`src/rtl/traffic_sensor_if.sv`:
```
// rtl/traffic_sensor_if.sv - vehicle detector debounce and request interface for a two-street light controller
//
// Purpose:
//   Each raw detector input goes through a 2-flop synchronizer and then a debounce FSM.
//   The FSM states are IDLE, DEB_ON, PRESENT and DEB_OFF, and they use an 8-bit counter.
//   A request latch remembers that a vehicle was seen while the street was red, and holds
//   that request until the street turns green.
//   The optional lamp checker is enabled by defining the macro TL_FAULT_CHECK_EN. It flags
//   illegal lamp combinations, and while the flag is set it forces both requests high.
//
// Parameters:
//   DEB_CYCLES  consecutive synced samples needed to change presence (1..255)
//
// Ports:
//   clk               single clock, rising edge
//   reset             synchronous active-high reset
//   det_a, det_b      raw detectors, asynchronous to clk
//   Ga,Ya,Ra,Gb,Yb,Rb lamp state from the light controller
//   sa, sb            registered vehicle-request outputs
//   pres_a, pres_b    debounced presence
//   fault             sticky illegal-lamp flag (constant 0 without TL_FAULT_CHECK_EN)
module traffic_sensor_if #(
  parameter int DEB_CYCLES = 4
) (
  input  logic clk,
  input  logic reset,
  input  logic det_a,
  input  logic det_b,
  input  logic Ga,
  input  logic Ya,
  input  logic Ra,
  input  logic Gb,
  input  logic Yb,
  input  logic Rb,
  output logic sa,
  output logic sb,
  output logic pres_a,
  output logic pres_b,
  output logic fault
);

  typedef enum logic [1:0] {ST_IDLE, ST_DEB_ON, ST_PRESENT, ST_DEB_OFF} deb_state_t;

  localparam logic [7:0] DEB_C = 8'(DEB_CYCLES);

  logic [1:0] w_det;
  logic [1:0] w_green;
  logic [1:0] w_red;
  logic [1:0] r_sync1;
  logic [1:0] r_sync2;
  logic [1:0] w_pres;
  logic [1:0] w_req;
  logic       w_force;
  logic       r_sa;
  logic       r_sb;

  // Bit 0 is street A and bit 1 is street B.
  assign w_det   = {det_b, det_a};
  assign w_green = {Gb, Ga};
  assign w_red   = {Rb, Ra};

  always_ff @(posedge clk) begin
    if (reset) begin
      r_sync1 <= 2'b00;
      r_sync2 <= 2'b00;
    end else begin
      r_sync1 <= w_det;
      r_sync2 <= r_sync1;
    end
  end

  for (genvar i = 0; i < 2; i++) begin : g_street
    deb_state_t r_state;
    deb_state_t w_state_nxt;
    logic [7:0] r_cnt;
    logic [7:0] w_cnt_nxt;
    logic       w_pres_i;
    logic       r_req_i;

    always_ff @(posedge clk) begin
      if (reset) begin
        r_state <= ST_IDLE;
        r_cnt   <= 8'd0;
      end else begin
        r_state <= w_state_nxt;
        r_cnt   <= w_cnt_nxt;
      end
    end

    // The counter holds the number of consecutive agreeing samples already seen.
    // A state change is taken on the sample that would bring the count to DEB_CYCLES.
    always_comb begin
      w_state_nxt = r_state;
      w_cnt_nxt   = r_cnt;
      case (r_state)
        ST_IDLE: begin
          if (r_sync2[i]) begin
            if (DEB_C == 8'd1) begin
              w_state_nxt = ST_PRESENT;
              w_cnt_nxt   = 8'd0;
            end else begin
              w_state_nxt = ST_DEB_ON;
              w_cnt_nxt   = 8'd1;
            end
          end
        end
        ST_DEB_ON: begin
          if (!r_sync2[i]) begin
            w_state_nxt = ST_IDLE;
            w_cnt_nxt   = 8'd0;
          end else if (r_cnt + 8'd1 >= DEB_C) begin
            w_state_nxt = ST_PRESENT;
            w_cnt_nxt   = 8'd0;
          end else begin
            w_cnt_nxt = r_cnt + 8'd1;
          end
        end
        ST_PRESENT: begin
          if (!r_sync2[i]) begin
            if (DEB_C == 8'd1) begin
              w_state_nxt = ST_IDLE;
              w_cnt_nxt   = 8'd0;
            end else begin
              w_state_nxt = ST_DEB_OFF;
              w_cnt_nxt   = 8'd1;
            end
          end
        end
        ST_DEB_OFF: begin
          if (r_sync2[i]) begin
            w_state_nxt = ST_PRESENT;
            w_cnt_nxt   = 8'd0;
          end else if (r_cnt + 8'd1 >= DEB_C) begin
            w_state_nxt = ST_IDLE;
            w_cnt_nxt   = 8'd0;
          end else begin
            w_cnt_nxt = r_cnt + 8'd1;
          end
        end
        default: begin
          w_state_nxt = ST_IDLE;
          w_cnt_nxt   = 8'd0;
        end
      endcase
    end

    // Presence stays high through DEB_OFF, so a short gap does not drop it.
    always_comb begin
      w_pres_i = (r_state == ST_PRESENT) || (r_state == ST_DEB_OFF);
    end

    // A green lamp takes priority, so the clear wins when set and clear occur together.
    always_ff @(posedge clk) begin
      if (reset) begin
        r_req_i <= 1'b0;
      end else if (w_green[i]) begin
        r_req_i <= 1'b0;
      end else if (w_pres_i && w_red[i]) begin
        r_req_i <= 1'b1;
      end
    end

    assign w_pres[i] = w_pres_i;
    assign w_req[i]  = r_req_i;
  end

`ifdef TL_FAULT_CHECK_EN
  logic w_bad_a;
  logic w_bad_b;
  logic w_illegal;
  logic r_fault;

  // Exactly one lamp per street is lit, and at least one street shows red.
  assign w_bad_a   = !((Ga ^ Ya ^ Ra) && !(Ga && Ya && Ra));
  assign w_bad_b   = !((Gb ^ Yb ^ Rb) && !(Gb && Yb && Rb));
  assign w_illegal = w_bad_a || w_bad_b || !(Ra || Rb);

  always_ff @(posedge clk) begin
    if (reset) begin
      r_fault <= 1'b0;
    end else if (w_illegal) begin
      r_fault <= 1'b1;
    end
  end

  // Feeding the illegal-state term in directly makes sa/sb rise on the same edge as fault.
  assign w_force = r_fault || w_illegal;
  assign fault   = r_fault;
`else
  logic w_unused_lamps;

  assign w_unused_lamps = Ya ^ Yb;
  assign w_force        = 1'b0;
  assign fault          = 1'b0;
`endif

  always_ff @(posedge clk) begin
    if (reset) begin
      r_sa <= 1'b0;
      r_sb <= 1'b0;
    end else begin
      r_sa <= w_pres[0] || w_req[0] || w_force;
      r_sb <= w_pres[1] || w_req[1] || w_force;
    end
  end

  assign sa     = r_sa;
  assign sb     = r_sb;
  assign pres_a = w_pres[0];
  assign pres_b = w_pres[1];

endmodule
```
`config.mk`:
```
export PLATFORM = sky130hd
export DESIGN_NAME = traffic_sensor_if
export DESIGN_NICKNAME = d
export VERILOG_FILES = /design/src/rtl/traffic_sensor_if.sv
export SDC_FILE = /design/constraint.sdc
export NUM_CORES = 1
export LEC_CHECK = 0
export ABC_AREA = 1
export ABC_CLOCK_PERIOD_IN_PS = 1800
export BUFFER_PORTS_ARGS = -buffer_cell sky130_fd_sc_hd__clkbuf_2
export CORE_MARGIN = 3
export CORE_UTILIZATION = 45
export DETAILED_ROUTE_END_ITERATION = 10
export MAX_ROUTING_LAYER = met4
export SYNTH_ARGS = -nofsm -noshare
export SYNTH_HDL_FRONTEND = slang
export SYNTH_SLANG_ARGS = --single-unit
export TNS_END_PERCENT = 10
```
`constraint.sdc`:
```
create_clock -name clk -period 1.8 [get_ports clk]
set_clock_uncertainty 0.2 [all_clocks]
set_input_delay 0.18 -clock clk [delete_from_list [all_inputs] [get_ports clk]]
set_output_delay 0.18 -clock clk [all_outputs]
set_load 0.02 [all_outputs]
```
==> flow_metrics.py, run 1 <==
metrics = {
    "status": {
        "status": "finished, final reports clean",
    },
    "routing": {
        "dr.pass1.iters": 4,
        "vias": 979,
        "wl_per_cell_microns": 9.52,
        "post_drt_via_cell_ratio": 4.78,
        "drtIter0Drc": 24,
        "drc": 0,
        "wl_microns": 1950,
        "ant_nets": 0,
    },
    "clock_network": {
        "clock_sinks": 28,
        "cts_root_buf": "clkbuf_4",
        "postCtsSetupRepairBufs": 0,
        "clkTransAtPathRegs_ns": 0.14,
        "cts_tree": "done",
        "cts_resized": 0,
        "clock_latency_ns": 0.31,
        "clockBufferDepth": 2,
        "hold_buffers": 6,
        "cts_buffers": 3,
        "cts.htree.levels": 1,
    },
    "timing": {
        "finalSetupViolCount": 0,
        "fmax_mhz": 609,
        "rsz0062_at_grt": "false",
        "slew_viol_final": 0,
        "fin_crit_sh_pct": 91.2,
        "setup_tns_ns": 0,
        "period_minus_slack_ns": 1.64,
        "hold_violations": 0,
    },
    "synthesis": {
        "synth_area_sq_um": 1170,
        "yosysSeqAreaShare_pct": 48.0,
        "yosysWarnings": 0,
        "avgSynthCellArea_sq_um": 7.16,
        "synth_cells": 163,
        "synth.distinct_cells": 23,
        "synth_fp_nets": 176,
        "ys_ff_latch": 28,
    },
    "pwr": {
        "clockPowerShare_pct": 25.0,
        "p_switching_uw": 243,
        "cellLeakagePower_nw": 0.590,
        "finalPower_uw": 993,
        "p_int_uw": 750,
        "power_frac_seq_pct": 65.7,
        "p_per_area_nw_per_um2": 764,
        "ir_worst_vdd_mv": 0.539,
        "switching_share_pct": 24.5,
        "p_comb_share_pct": 9.3,
    },
    "floorplan": {
        "io_pins": 15,
        "num_rows": 17,
        "die_h_microns": 56.9,
        "dieArea_sq_um": 3240,
        "start_util_pct": 49.9,
        "die_w_microns": 56.9,
        "fp.coreArea_sq_um": 2340,
    },
    "global_route": {
        "grt_pass1_vias": 886,
        "grt_start_max_net_pins": 15,
        "grt_pass1_wl_microns": 3450,
        "grt.overflow.total": 0,
        "antenna_found_initial": 0,
        "grt_use_total_pct": 13.4,
    },
    "finish": {
        "final_nets": 192,
        "final_cells": 205,
        "drive_gt1_share_pct": 11.9,
        "post-route-util_pct": 55.5,
        "post-route-cell-area_sq_um": 1300,
        "antennaDiodeCount": 0,
        "syn_to_final_growth_pct": 11.3,
        "mostFrequentLayoutCells": "39 x nand2_1, 29 x nor2_1, 28 x dfxtp_1",
        "final_common_cell": "nand2_1",
    },
    "placed_design": {
        "portBuffers": 11,
        "dp_hpwl_microns": 1380,
        "gp_congestion": 0.836,
        "placed_area_sq_um": 1220,
        "dp_cells": 196,
    },
    "critical_path": {
        "cp-endpoint": "g_street[1].r_cnt[0]$_SDFFE_PP0P_",
        "arrival_ns": 1.70,
        "path_max_fanout": 6,
        "crit_required_ns": 1.86,
        "rrSetupSlack_ns": 0.16,
        "ff2ff_path_depth": 7,
        "startpoint": "g_street[1].r_cnt[0]$_SDFFE_PP0P_",
        "r2r_end": "g_street[1].r_cnt[0]$_SDFFE_PP0P_",
        "critPathLaunchType": "register",
        "path_class": "reg2reg",
        "r2r-start": "g_street[1].r_cnt[0]$_SDFFE_PP0P_",
        "end_kind": "register",
    },
    "hold_path": {
        "hp-class": "in2reg",
    },
    "run": {
        "cap_violations": 0,
    },
}
-- worst min path at each step --
stage	start	to	cells after the start
floorplan	reset	sa$_SDFF_PP0_	1
global placement	det_a	r_sync1[0]$_SDFF_PP0_	3
detailed placement	det_b	r_sync1[1]$_SDFF_PP0_	3
CTS	reset	g_street[0].r_cnt[1]$_SDFFE_PP0P_	2
global route	reset	g_street[1].r_cnt[1]$_SDFFE_PP0P_	2
finish	reset	g_street[0].r_cnt[1]$_SDFFE_PP0P_	2
-- per-layer routing --
metal | vias to the layer above | global-route usage [%] | routed length (microns)
met5 | - | - | 0
met4 | 0 | 4.97 | 14
met3 | 2 | 2.04 | 63
met2 | 15 | 22.8 | 898
met1 | 439 | 16.0 | 975
li1 | 523 | - | -
-- flip-flops by register name, summed over array words and instances, names as in the netlist, named ones only --
signal,cells
g_street.r_cnt,16
g_street.r_state,2
r_sync1,2
sb,1
g_street.r_req_i,2
r_sync2,2
sa,1
-- power by group through the flow --
stage	Clock (mW)	Sequential, mW	Combinational (mW)
finish	0.248	0.652	0.0921
global route	0.283	0.656	0.106
CTS	0.260	0.653	0.0923
detailed placement	0	0.667	0.0815
global placement	0	0.666	0.0794
floorplan	0	0.664	0.0679
-- worst max-delay path: stages (launching register included) --
cell	delay, ns
dfxtp_1	0.38
ha_1	0.22
o21ai_0	0.15
nand3_1	0.10
nor2_2	0.12
nand2_1	0.10
or2_0	0.21
a21oi_1	0.12
-- cell families after synthesis --
logic type	Yosys count	share of synthesized area (%)
fa+ha+maj	3	3.22
flops	28	48.0
compound gates	10	4.29
other cells	1	0.321
buf+inv	30	11.3
simple gates	91	32.9
-- per-stage QoR --
| stage | worst slack [ns] | hold slack, ns |
|---|---|---|
| after global routing | 0.0280 | 0.0254 |
| final | 0.158 | 0.0160 |
| after floorplan | 0.308 | 0.0641 |
| after CTS | 0.147 | 0.0104 |
| after global placement | 0.220 | 0.174 |
| after detailed placement | 0.180 | 0.177 |
-- synthesized netlist by cell type, drive strengths merged --
master / number / area share (%)
nand2: 40 / 13
nor2: 32 / 11
dfxtp: 28 / 48
inv: 23 / 7.4
nand3: 8 / 3.4
a21oi: 6 / 2.6
nand4: 4 / 2.1
nor3: 4 / 1.7
o21ai: 4 / 1.7
buf: 3 / 2.0
ha: 3 / 3.2
or2: 3 / 1.6
clkbuf: 2 / 0.64
clkinv: 1 / 0.32
conb: 1 / 0.32
dlygate4sd3: 1 / 0.86
-- area by class of cell --
class | count | area, sq um
Clock buffer | 3 | 22.5
Fill cell | 231 | 1040
Inverter | 24 | 90.1
Multi-Input combinational cell | 105 | 475
Sequential cell | 28 | 561
Tap cell | 28 | 35.0
Timing Repair Buffer | 17 | 115
Note: power is estimated with default switching activity, not from simulation.
==> inputs of run 2 (changes only) <==
Settings changed: ABC_AREA 1 to default, CTS_BUF_LIST from default to sky130_fd_sc_hd__clkbuf_8 sky130_fd_sc_hd__clkbuf_16, PLACE_DENSITY from default to 0.65.
==> run 2 against run 1 <==
  * Power up 7.3%
  * Worst hold slack gained 0.0010 ns
  * Critical path type unchanged
  * Sequential power decreased by 3%
  * Design area shrank 0.19%
  * Final cell count down 24%
  * Largest cell class unchanged
  * Via count fell by 20%
  * Sequential share of layout area increased by 0.37 points
  * Register-to-register slack got worse by 0.15 ns
  * Sequential cell count is the same
  * Wire length is 7.6% lower
  * Synthesized cell count fell by 34%
  * Non-clock buffer count grew 5
==> flow_metrics.py, run 2 <==
metrics = {
    "synthesis": {
        "synthTopCellsByArea": "dfxtp_1 53%, and2_1 6.5%, nor3_1 3.8%",
        "synthArstFlopShare_pct": 0,
        "synth_area_sq_um": 1050,
        "synth_fp_nets": 120,
        "synth_cells": 107,
        "yosysSeqAreaShare_pct": 53.3,
        "yosysMostFrequentCell": "dfxtp_1",
        "yosysTopAreaCell": "dfxtp_1",
        "synth.cells.most_frequent": "28 x dfxtp_1, 11 x and2_1, 9 x nor2_1",
        "ys_ff_latch": 28,
        "synth.distinct_cells": 27,
        "yosysWarnings": 0,
        "synth_edf_count": 0,
        "synthFlopType": "dfxtp_1",
        "post-synth-top-area-fraction_pct": 53.3,
        "avgSynthCellArea_sq_um": 9.82,
    },
    "finish": {
        "antennaDiodeCount": 0,
        "final_common_cell": "dfxtp_1",
        "largest_reg_flops": 16,
        "regArea_sq_um": 564,
        "fillers": 198,
        "multi_input_area_sq_um": 490,
        "mostFrequentLayoutCells": "25 x dfxtp_1, 11 x and2_1, 11 x clkbuf_2",
        "final_cells": 155,
        "post-route-cell-area_sq_um": 1300,
        "post-route-util_pct": 62.3,
        "largest_register": "g_street.r_cnt",
        "drive_gt1_share_pct": 25.8,
        "final_nets": 142,
        "syn_to_final_growth_pct": 23.3,
    },
    "floorplan": {
        "fp.coreArea_sq_um": 2080,
        "start_util_pct": 50.5,
        "dieArea_sq_um": 2950,
        "io_pins": 15,
        "num_rows": 16,
        "die_w_microns": 54.3,
        "die_h_microns": 54.3,
    },
    "global_route": {
        "grt.overflow.total": 0,
        "grt_pass1_wl_microns": 3110,
        "grt_start_max_net_pins": 16,
        "antenna_found_initial": 0,
        "grt_pass1_vias": 759,
        "grt_use_total_pct": 14.9,
    },
    "placed_design": {
        "portBuffers": 11,
        "placed_area_sq_um": 1150,
        "dp_cells": 145,
        "gp_congestion": 0.743,
        "dp_hpwl_microns": 1210,
        "pre_cts_ws_ns": -0.00936,
    },
    "timing": {
        "setup_tns_ns": 0,
        "timing.hold.ws_ns": 0.0170,
        "slew_viol_final": 0,
        "rsz0062_at_grt": "true",
        "finalSetupViolCount": 0,
        "hold_violations": 0,
        "fmax_mhz": 558,
        "max_slew_margin_pct": 65.9,
        "layout_setup_ws_ns": 0.00731,
        "fin_crit_sh_pct": 99.6,
        "worst-slew-pin-transition_ns": 0.507,
        "period_minus_slack_ns": 1.79,
    },
    "clock_network": {
        "clkTransAtPathRegs_ns": 0.09,
        "clockBufferDepth": 2,
        "clock_latency_ns": 0.27,
        "cts_buffers": 3,
        "cts.htree.levels": 1,
        "clock_sinks": 28,
        "cts_root_buf": "clkbuf_8",
        "cts_tree": "done",
        "postCtsSetupRepairBufs": 0,
    },
    "pwr": {
        "p_per_area_nw_per_um2": 822,
        "cellLeakagePower_nw": 0.553,
        "ir_worst_vdd_mv": 0.474,
        "finalPower_mw": 1.07,
    },
    "routing": {
        "wl_per_cell_microns": 11.6,
        "dr.pass1.iters": 2,
        "wl_microns": 1800,
        "drtIter0Drc": 5,
        "post_drt_via_cell_ratio": 5.05,
        "vias": 783,
        "drc": 0,
        "ant_nets": 0,
    },
    "critical_path": {
        "path_class": "reg2reg",
        "arrival_ns": 1.81,
        "crit_required_ns": 1.81,
        "critPathLaunchType": "register",
        "end_kind": "register",
        "startpoint": "g_street[1].r_cnt[3]$_SDFFE_PP0P_",
        "r2r-start": "g_street[1].r_cnt[3]$_SDFFE_PP0P_",
        "path_max_fanout": 4,
        "rrSetupSlack_ns": 0.007,
    },
    "run": {
        "cap_violations": 0,
    },
    "status": {
        "status": "finished, final reports clean",
    },
    "hold_path": {
        "hp-class": "in2reg",
        "hold_start": "reset",
    },
}
-- run 2: final timing paths --
kind,to,cells after the start
setup / recovery,register,6
hold / removal,g_street[1].r_cnt[1]$_SDFFE_PP0P_,2
setup reg to reg,register,6
hold reg to reg,r_sync2[0]$_SDFF_PP0_,1
-- run 2: repair_timing --
item	4_1_cts	5_1_grt
hold buffers	6	0
setup endpoints to repair	4	7
pin swaps	3	8
gates resized for setup	2	6
endpoints found under the hold margin	4	0
-- run 2: worst max-delay path, stage by stage (launching register included) --
cell and delay, ns:
dfxtp_2 0.33, or4_4 0.54, nor2_4 0.10, o22ai_2 0.09, buf_4 0.16, a21bo_2 0.20, a21oi_1 0.12
-- run 2: kinds of logic (layout without fill, tap and decap cells) --
group                      count (synthesis)  in the layout  synth area share (%)
adders and majority gates                  3              3                  3.57
and+or+nand+nor                           52             52                  26.9
xor gates and xnor gates                   4              4                  3.33
other                                      1              1                 0.357
buffers and inverters                      5             26                  2.14
DFF                                       28             28                  53.3
AOI/OAI and AO/OA                         14             14                  10.4
-- run 2: cell type report --
class,count,area share (%)
clock buffers,4,4.25
multi-input cells,74,37.8
flip-flops and latches,28,43.5
well taps,27,2.61
repair buffers,22,11.8
-- run 2: per-layer routing --
| layer | global-route usage [%] | vias up | part of all wire [%] |
|---|---|---|---|
| met2 | 22.7 | 12 | 48 |
| met4 | 7.47 | 0 | 0.50 |
| li1 | - | 405 | - |
| met1 | 18.4 | 364 | 48 |
| met5 | - | - | 0 |
| met3 | 3.27 | 2 | 3.7 |
-- run 2: where the power goes --
group	switching (mW)	internal [mW]	leakage [nW]
registers	0.00735	0.627	0.228
clock network	0.191	0.196	0.0288
logic	0.0224	0.0217	0.296
==> inputs of run 3 (changes only) <==
--- a/config.mk
+++ b/config.mk
@@ -7,3 +7,3 @@
 export LEC_CHECK = 0
-export ABC_CLOCK_PERIOD_IN_PS = 1800
+export ABC_CLOCK_PERIOD_IN_PS = 1900
 export BUFFER_PORTS_ARGS = -buffer_cell sky130_fd_sc_hd__clkbuf_2
==> constraint.sdc (replaced) <==
create_clock -name clk -period 1.9 [get_ports clk]
set_clock_uncertainty 0.2 [all_clocks]
set_input_delay 0.095 -clock clk [delete_from_list [all_inputs] [get_ports clk]]
set_output_delay 0.095 -clock clk [all_outputs]
set_load 0.02 [all_outputs]
==> run 3 against run 2 <==
  * Non-clock buffer count shrank 1
  * First-iteration DRC count grew to 3.0 times the previous value
  * Combinational power shrank 5.2%
  * Highest routed layer unchanged
  * Sequential cell count is the same
  * Clock-buffer cell count is the same
  * Clock power shrank 7.8%
  * Worst hold slack gained 0.11 ns
  * Wire length shrank 3.9%
  * Register-to-register slack gained 0.07 ns
  * Critical path type unchanged
==> flow_metrics.py, run 3 (synthesized netlist as in run 2, its figures left out) <==
metrics = {
    "status": {
        "status": "finished, final reports clean",
    },
    "routing": {
        "dr.pass1.iters": 4,
        "drc": 0,
        "post_drt_via_cell_ratio": 4.94,
        "drtIter0Drc": 15,
        "wl_per_cell_microns": 11.3,
        "ant_nets": 0,
        "wl_microns": 1730,
        "vias": 760,
    },
    "finish": {
        "largest_reg_flops": 16,
        "post-route-cell-area_sq_um": 1280,
        "drive_gt1_share_pct": 18.1,
        "regArea_sq_um": 561,
        "final_common_cell": "dfxtp_1",
        "antennaDiodeCount": 0,
        "mostFrequentLayoutCells": "28 x dfxtp_1, 11 x and2_1, 10 x clkbuf_2",
        "final_nets": 141,
        "largest_register": "g_street.r_cnt",
        "fillers": 191,
        "syn_to_final_growth_pct": 22.3,
        "multi_input_area_sq_um": 480,
    },
    "critical_path": {
        "critPathLaunchType": "register",
        "crit_required_ns": 1.91,
        "arrival_ns": 1.83,
        "r2r_end": "g_street[1].r_cnt[1]$_SDFFE_PP0P_",
        "ff2ff_path_depth": 5,
        "max_stage_delay_ns": 0.55,
        "path_class": "reg2reg",
        "r2r-start": "g_street[1].r_cnt[3]$_SDFFE_PP0P_",
        "end_kind": "register",
        "slowest_stage": "or4_4",
        "rrSetupSlack_ns": 0.08,
        "path_max_fanout": 5,
        "path_cells": "or4_4 -> nor2_4 -> o22ai_4 -> or3_1 -> a21oi_1",
    },
    "hold_path": {
        "min_path_cells": 2,
        "hp-class": "in2reg",
        "hold_start": "reset",
    },
    "clock_network": {
        "cts_tree": "done",
        "clockBufferDepth": 2,
        "clock_sinks": 28,
        "cts_root_buf": "clkbuf_8",
        "clock_latency_ns": 0.27,
        "clkTransAtPathRegs_ns": 0.09,
        "postCtsSetupRepairBufs": 0,
        "cts_buffers": 3,
        "cts.htree.levels": 1,
    },
    "floorplan": {
        "num_rows": 16,
        "dieArea_sq_um": 2950,
        "start_util_pct": 50.5,
        "fp.coreArea_sq_um": 2080,
        "die_h_microns": 54.3,
        "die_w_microns": 54.3,
        "io_pins": 15,
    },
    "timing": {
        "fmax_mhz": 549,
        "timing.hold.ws_ns": 0.132,
        "slew_viol_final": 0,
        "finalSetupViolCount": 0,
        "period_minus_slack_ns": 1.82,
        "hold_violations": 0,
        "fin_crit_sh_pct": 95.8,
    },
    "placed_design": {
        "dp_hpwl_microns": 1160,
        "gp_congestion": 0.749,
        "portBuffers": 11,
        "placed_area_sq_um": 1140,
    },
    "pwr": {
        "p_per_area_nw_per_um2": 778,
        "cellLeakagePower_nw": 0.551,
        "ir_worst_vdd_mv": 0.495,
    },
    "global_route": {
        "grt.overflow.total": 0,
        "grt_pass1_vias": 736,
        "grt_use_total_pct": 14.3,
        "grt_pass1_wl_microns": 2990,
        "grt_start_max_net_pins": 16,
        "antenna_found_initial": 0,
    },
    "run": {
        "cap_violations": 0,
    },
}
run 3: changes by cell type in the layout (fill, tap and decap cells not counted), sizes merged:
cell,change
buf,-2
clkbuf,-1
dlygate4sd3,+1
dlymetal6s4s,+1
run 3: final cells by class:
class / count / area share, %
sequential: 28 / 43.6
multi-input combinational: 74 / 37.4
timing repair buffer: 21 / 12.1
clock buffer: 4 / 4.28
tap: 27 / 2.63
run 3: repair_timing:
action                     in CTS  in global routing
setup endpoints to repair       0                  2
hold buffers                    8                  0
hold endpoints to repair       10                  0
gates resized for setup         0                  3
run 3: how the worst max path moves through the flow:
stage	endpoint	cells after the start	start	slack (ns)
6_report	g_street[1].r_cnt[1]$_SDFFE_PP0P_	5	g_street[1].r_cnt[3]$_SDFFE_PP0P_	0.08
5_1_grt	g_street[1].r_cnt[1]$_SDFFE_PP0P_	5	g_street[1].r_cnt[3]$_SDFFE_PP0P_	-0.004
4_1_cts	g_street[1].r_cnt[1]$_SDFFE_PP0P_	5	g_street[1].r_cnt[3]$_SDFFE_PP0P_	0.02
3_5_place_dp	g_street[1].r_cnt[1]$_SDFFE_PP0P_	5	g_street[1].r_cnt[3]$_SDFFE_PP0P_	0.05
3_3_place_gp	g_street[1].r_cnt[1]$_SDFFE_PP0P_	5	g_street[1].r_cnt[3]$_SDFFE_PP0P_	0.08
2_1_floorplan	g_street[1].r_cnt[1]$_SDFFE_PP0P_	5	g_street[1].r_cnt[4]$_SDFFE_PP0P_	0.13
run 3: metrics by stage:
| stage | cells | total power, mW | util (%) | TNS (ns) | worst slack [ns] |
|---|---|---|---|---|---|
| floorplan | 107 | 0.636 | - | 0 | 0.128 |
| global placement | 143 | 0.646 | 54.7 | 0 | 0.0792 |
| detailed placement | 143 | 0.647 | 54.7 | 0 | 0.0467 |
| CTS | 155 | 1.02 | 61.2 | 0 | 0.0188 |
| global route | 154 | 1.04 | 61.7 | -0.00408 | -0.00408 |
| finish | 154 | 1.00 | 61.7 | 0 | 0.0800 |
run 3: report_power, final:
group	leakage [nW]	internal, mW	switching (mW)	total, mW
sequential	0.227	0.594	0.00724	0.601
combinational	0.295	0.0223	0.0195	0.0418
clock	0.0288	0.185	0.172	0.357
run 3: per-layer routing:
layer  global-route usage [%]  vias up  wire (microns)
met5                        -        -               0
met4                     7.47        0               9
met3                     2.45        2              44
met2                     23.5       12             796
met1                     16.5      346             884
li1                         -      400               -
run 3: critical path, delay by kind of cell (launching register included):
kind,cells,cell delay (ns)
AND/OR/NAND/NOR,3,1.00
flip-flops,1,0.34
AO/OA/AOI/OAI,2,0.24
